==> config.mk <==
export PLATFORM = sky130hd
export DESIGN_NAME = fp_operand_unpacker
export DESIGN_NICKNAME = d
export VERILOG_FILES = /design/src/rtl/fpu_unpack_pkg.sv /design/src/rtl/fp_class_decode.sv /design/src/rtl/fp_operand_unpacker.sv
export SDC_FILE = /design/constraint.sdc
export NUM_CORES = 1
export LEC_CHECK = 0
export ABC_AREA = 1
export ABC_CLOCK_PERIOD_IN_PS = 2000
export CAP_MARGIN = 20
export CORE_MARGIN = 5
export CORE_UTILIZATION = 25
export DETAILED_ROUTE_END_ITERATION = 16
export GPL_TIMING_DRIVEN = 1
export PLACE_DENSITY_LB_ADDON = 0.15
export SYNTH_ARGS = -nofsm -noshare
export SYNTH_HDL_FRONTEND = slang
export SYNTH_SLANG_ARGS = --single-unit
==> constraint.sdc <==
create_clock -name clk -period 2 [get_ports clk]
set_input_delay 0.6 -clock clk [delete_from_list [all_inputs] [get_ports clk]]
set_output_delay 0.6 -clock clk [all_outputs]
set_load 0.01 [all_outputs]
==> src/rtl/fpu_unpack_pkg.sv <==
`default_nettype none
// +----------------------------------------------------------------------+
// | Package    : fpu_unpack_pkg                                           |
// | Description: Shared constants for the FP operand unpacker: one-hot    |
// |              class bit indices and IEEE-754 field widths and biases.  |
// | Revision   : 1.0 - initial release                                    |
// +----------------------------------------------------------------------+
package fpu_unpack_pkg;

  // One-hot class vector bit positions, ordered {snan, qnan, inf, norm, sub, zero}
  localparam int CLS_ZERO = 0;
  localparam int CLS_SUB  = 1;
  localparam int CLS_NORM = 2;
  localparam int CLS_INF  = 3;
  localparam int CLS_QNAN = 4;
  localparam int CLS_SNAN = 5;
  localparam int CLS_W    = 6;

  typedef logic [CLS_W-1:0] cls_t;

  // Single precision
  localparam int SP_W    = 32;
  localparam int SP_EW   = 8;
  localparam int SP_SW   = SP_W - SP_EW - 1;
  localparam int SP_BIAS = 127;

  // Double precision
  localparam int DP_W    = 64;
  localparam int DP_EW   = 11;
  localparam int DP_SW   = DP_W - DP_EW - 1;
  localparam int DP_BIAS = 1023;

endpackage : fpu_unpack_pkg
`default_nettype wire

==> src/rtl/fp_class_decode.sv <==
`default_nettype none
// +----------------------------------------------------------------------+
// | Module     : fp_class_decode                                          |
// | Description: Combinational classifier for one operand. Turns the      |
// |              registered field flags into a one-hot class, the hidden  |
// |              significand bit and the output exponent.                 |
// |              FPU_UNPACK_DAZ_EN: when defined, subnormals decode as    |
// |              zero (exponent 0, hidden bit 0).                         |
// | Revision   : 1.0 - initial release                                    |
// +----------------------------------------------------------------------+
module fp_class_decode
  import fpu_unpack_pkg::*;
#(
  parameter int EW = 8
) (
  input  logic          exp_zero,
  input  logic          exp_ones,
  input  logic          frac_zero,
  input  logic          frac_msb,
  input  logic [EW-1:0] exp_field,
  output cls_t          cls,
  output logic          hidden,
  output logic [EW:0]   exp_out
);

  // Priority decode: exponent extremes first, everything else is normal
  always_comb begin
    cls     = '0;
    hidden  = 1'b1;
    exp_out = {1'b0, exp_field};
    if (exp_zero) begin
      hidden  = 1'b0;
      exp_out = '0;
      if (frac_zero) begin
        cls[CLS_ZERO] = 1'b1;
      end else begin
`ifdef FPU_UNPACK_DAZ_EN
        cls[CLS_ZERO] = 1'b1;
`else
        // Subnormals share the minimum normal exponent so the datapath can align them directly
        cls[CLS_SUB] = 1'b1;
        exp_out      = {{EW{1'b0}}, 1'b1};
`endif
      end
    end else if (exp_ones) begin
      if (frac_zero) begin
        cls[CLS_INF] = 1'b1;
      end else if (frac_msb) begin
        cls[CLS_QNAN] = 1'b1;
      end else begin
        cls[CLS_SNAN] = 1'b1;
      end
    end else begin
      cls[CLS_NORM] = 1'b1;
    end
  end

endmodule : fp_class_decode
`default_nettype wire

==> src/rtl/fp_operand_unpacker.sv <==
`default_nettype none
// +----------------------------------------------------------------------+
// | Module     : fp_operand_unpacker                                      |
// | Description: Two-stage stallable pipeline that splits a pair of       |
// |              packed IEEE-754 operands into sign/exponent/significand  |
// |              and a one-hot class, with valid/ready on both sides.     |
// |              FPU_UNPACK_DAZ_EN: when defined, subnormal inputs are    |
// |              delivered as signed zeros.                               |
// | Revision   : 1.0 - initial release                                    |
// +----------------------------------------------------------------------+
module fp_operand_unpacker
  import fpu_unpack_pkg::*;
#(
  parameter int W  = 32,
  parameter int EW = 8
) (
  input  logic              clk,
  input  logic              rst,
  input  logic              in_valid,
  output logic              in_ready,
  input  logic [W-1:0]      in_a,
  input  logic [W-1:0]      in_b,
  output logic              out_valid,
  input  logic              out_ready,
  output logic              out_sign_a,
  output logic              out_sign_b,
  output logic [EW:0]       out_exp_a,
  output logic [EW:0]       out_exp_b,
  output logic [W-EW-1:0]   out_man_a,
  output logic [W-EW-1:0]   out_man_b,
  output logic [CLS_W-1:0]  out_cls_a,
  output logic [CLS_W-1:0]  out_cls_b,
  output logic              out_invalid
);

  localparam int SW = W - EW - 1;

  logic [W-1:0] op [2];
  assign op[0] = in_a;
  assign op[1] = in_b;

  // Stage 1: raw fields plus pre-computed field compares
  logic          s1_valid;
  logic          s1_sign [2];
  logic [EW-1:0] s1_exp  [2];
  logic [SW-1:0] s1_frac [2];
  logic          s1_ez [2], s1_eo [2], s1_fz [2], s1_fm [2];

  // Stage 2: decoded result, drives the outputs directly
  logic          s2_valid;
  logic          s2_sign [2];
  logic [EW:0]   s2_exp  [2];
  logic [SW:0]   s2_man  [2];
  cls_t          s2_cls  [2];
  logic          s2_invalid;

  // Decoder results for the pair sitting in stage 1
  cls_t          d_cls    [2];
  logic          d_hidden [2];
  logic [EW:0]   d_exp    [2];

  logic s1_en, s2_en;
  assign s2_en    = ~s2_valid | out_ready;
  assign s1_en    = ~s1_valid | s2_en;
  assign in_ready = s1_en;

  for (genvar g = 0; g < 2; g++) begin : g_dec
    fp_class_decode #(.EW(EW)) u_dec (
      .exp_zero  (s1_ez[g]),
      .exp_ones  (s1_eo[g]),
      .frac_zero (s1_fz[g]),
      .frac_msb  (s1_fm[g]),
      .exp_field (s1_exp[g]),
      .cls       (d_cls[g]),
      .hidden    (d_hidden[g]),
      .exp_out   (d_exp[g])
    );
  end

  // Stage 1 capture: split fields and compare them against zero / all-ones
  always_ff @(posedge clk or negedge rst) begin
    if (!rst) begin
      s1_valid <= 1'b0;
      for (int i = 0; i < 2; i++) begin
        s1_sign[i] <= 1'b0;
        s1_exp[i]  <= '0;
        s1_frac[i] <= '0;
        s1_ez[i]   <= 1'b0;
        s1_eo[i]   <= 1'b0;
        s1_fz[i]   <= 1'b0;
        s1_fm[i]   <= 1'b0;
      end
    end else if (s1_en) begin
      s1_valid <= in_valid;
      if (in_valid) begin
        for (int i = 0; i < 2; i++) begin
          s1_sign[i] <= op[i][W-1];
          s1_exp[i]  <= op[i][W-2:SW];
          s1_frac[i] <= op[i][SW-1:0];
          s1_ez[i]   <= (op[i][W-2:SW] == '0);
          s1_eo[i]   <= (op[i][W-2:SW] == '1);
          s1_fz[i]   <= (op[i][SW-1:0] == '0);
          s1_fm[i]   <= op[i][SW-1];
        end
      end
    end
  end

  // Stage 2 capture: decoded class/exponent; a zero class also clears the fraction (DAZ)
  always_ff @(posedge clk or negedge rst) begin
    if (!rst) begin
      s2_valid   <= 1'b0;
      s2_invalid <= 1'b0;
      for (int i = 0; i < 2; i++) begin
        s2_sign[i] <= 1'b0;
        s2_exp[i]  <= '0;
        s2_man[i]  <= '0;
        s2_cls[i]  <= '0;
      end
    end else if (s2_en) begin
      s2_valid <= s1_valid;
      if (s1_valid) begin
        s2_invalid <= d_cls[0][CLS_SNAN] | d_cls[1][CLS_SNAN];
        for (int i = 0; i < 2; i++) begin
          s2_sign[i] <= s1_sign[i];
          s2_exp[i]  <= d_exp[i];
          s2_man[i]  <= {d_hidden[i], (d_cls[i][CLS_ZERO] ? {SW{1'b0}} : s1_frac[i])};
          s2_cls[i]  <= d_cls[i];
        end
      end
    end
  end

  assign out_valid   = s2_valid;
  assign out_invalid = s2_invalid;
  assign out_sign_a  = s2_sign[0];
  assign out_sign_b  = s2_sign[1];
  assign out_exp_a   = s2_exp[0];
  assign out_exp_b   = s2_exp[1];
  assign out_man_a   = s2_man[0];
  assign out_man_b   = s2_man[1];
  assign out_cls_a   = s2_cls[0];
  assign out_cls_b   = s2_cls[1];

endmodule : fp_operand_unpacker
`default_nettype wire

==> results.md <==
- Status: completed
- Num rows: between 50 and 60
- First-pass GRT wire length: around 26,000 um
- Final Hold Viols: 0
- Post-DP HPWL: between 10,000 and 15,000 um
- Final GP Congestion: approximately 0.73
- H-tree level count: 4
- Min-Delay Path Class: in -> async
- Crit-path cells: clkdlybuf4s50_1
- Leak: approximately 0.0044 uW
- CP Buf/Inv Count: 1
- M1 WL: 7630 um
- Initial antenna violation count: 0
- Vias in the first global route: about 5,000
- Die width: roughly 170 um
- Post-Layout Cell Count: 1,196
- Fmax: between 500 and 600 MHz
- Crit path DAT: 1.36 ns
- Yosys cell types: 20
- Total number of vias: 4,814
- Highest metal used: met4
- CTS clock-pin slew for the worst setup and hold paths: 0.07 ns
- Worst Setup Start Kind: register
- Post-layout util: 0.360
- Cts hold-fix bufs: 0
- RSZ-0062 raised after global routing: false
- Seq/Total Area, Yosys: 0.607
- DR WL/cell: between 10 and 15 um
- Slew Viols, Final: 0
- WL met2: 7470 um
- Post-synthesis register bit count: 151
- CTS tree: yes
- Post-detailed-routing wire length: ~16,000 um
- Worst VDD drop: ~430 uV
- Pin count of the biggest net entering global routing: 54
- Synth Area per Inst: between 8 and 9 sq um
- Worst skew pair latency: roughly 0.42 ns
- Yosys top cell by area: dfrtp_1
- Top post-synthesis cells by area: dfrtp_1 (61%), nand2_1 (19%), o21ai_0 (4.7%)
- Die footprint: ~28,000 sq um
- Crit. End Element: primary output
- Area of the multi-input gates: between 1500 and 2000 sq um
- Cells after Synth: roughly 700
- Part of the cycle the worst path needs: 0.978
- Share of the synthesized area in the top cell type: 0.607
- Core area: approximately 24,000 sq um
- DRT Pass-1 Iters: 4
- Residual DRC: 0
- Met3 wire len: just under 1000 um
- Placed insts: between 1,000 and 1,500
- Share of cells above drive strength 1: 0.0940
- CTS sink cnt: approximately 150
- Most common cell after layout, fill and taps aside: nand2_1
- Initial Utilization: 0.255
- FF+latch area: roughly 3800 sq um
- Overflow after GRT: 0
- Area growth from synthesis to layout: 41.2%
- Die span in y: 168 um
- Vias per cell: between 4 and 5
- Synth Warn #: 0
- Power Density: between 1000 and 1500 nW/um^2
- IO Count: approximately 150
- Final setup viols: 0
- Initial DRC count: 277
- Max Cap Viol: 0
- Clk Tree Root Cell: clkbuf_16
- CTS max path bufs: 2
- Clock skew: between 0.009 and 0.01 ns
- Crit path kind: reg -> out
- Most frequent cells in the layout: nand2_1 (318), dfrtp_1 (151), clkdlybuf4s50_1 (134)
- Worst endpoint required time: roughly 1.4 ns
- Minimum clock period: 1.96 ns
- Diodes inserted: 0
- TritonCTS buffer count: 17
- Layout fillers: 2,591
- Worst path slowest cell: clkdlybuf4s50_1
- Port Buffers: roughly 150
- Gr usage total: 0.117
- Final antenna-violating net count: 0
- Max stage delay on crit path: roughly 0.59 ns
- CP max FO: 2
- Mapped Area: around 6200 sq um
- Largest delay share family, worst path: buffers and inverters
- TNS Setup: 0 ns
- Nets@finish: ~930
==> what timing repair did <==
action,in CTS,in global routing
setup buffers,0,0
gates resized for setup,5,11
hold endpoints to repair,0,0
setup endpoints to repair,3,11
==> final cells by class <==
class                   instances  area share
flip-flops and latches        151       0.430
repair buffers                170       0.205
inverters                      75      0.0323
clock buffers                  20      0.0519
multi-input cells             444       0.216
clock inverters                12      0.0186
well taps                     324      0.0461
==> power breakdown <==
part / switching, uW / internal (uW)
logic: 1150 / 1230
clock network: 1340 / 2060
registers: 341 / 3670
total: 2830 / 6950
==> state kept, by name, summed over array words and instances, names as in the netlist <==
register,flops
out_cls_a,6
out_valid,1
s1_frac,46
out_sign_b,1
s1_fz,2
out_cls_b,6
s1_eo,2
out_exp_b,8
s1_valid,1
out_invalid,1
out_sign_a,1
s1_sign,2
s1_ez,2
out_man_a,24
out_exp_a,8
s1_exp,16
out_man_b,24
==> cells by family after synthesis <==
logic type / count (synthesis) / synth area share
AND/OR/NAND/NOR: 366 / 0.232
buffers and inverters: 105 / 0.0886
AO/OA/AOI/OAI: 76 / 0.0719
other: 1 / 0.000602
flip-flops: 151 / 0.607
==> stage by stage <==
stage,hold slack [ns],setup WS [ns],power [uW],instance area [sq um]
global placement,0.451,-0.307,6530,8150
finish,0.115,0.0445,9780,8790
CTS,0.128,0.00830,10000,8770
global route,0.129,0.000192,10400,8790
floorplan,0.304,0.600,5080,6230
detailed placement,0.452,-0.301,6530,8150
==> per-layer routing <==
metal	GRT usage	vias up
met2	0.182	90
met4	0.0296	0
met3	0.0401	6
li1	-	2444
met1	0.156	2274
met5	0	-
==> path summary, 6_finish.rpt <==
path                         startpoint       endpoint  slack (ns)  cells past startpoint
max                        out_cls_b[2]   out_cls_b[2]        0.04                      1
min                                 rst   out_man_b[4]        0.12                      1
max reg2reg                    s1_valid       s1_fz[0]        0.60                      7
min reg2reg                 s1_frac[33]  out_man_a[10]        0.46                      2
max in group asynchronous           rst    s1_frac[31]        1.34                      2
min in group clk            s1_frac[33]  out_man_a[10]        0.46                      2
==> synth_stat cells, drive strengths merged <==
library cell  instances
inv                  75
nor2                 24
nand3                11
dfrtp               151
nand2               321
nor3                  4
conb                  1
nand4                 6
o21ai                76
buf                  30
Power figures use the tool's default switching activity.
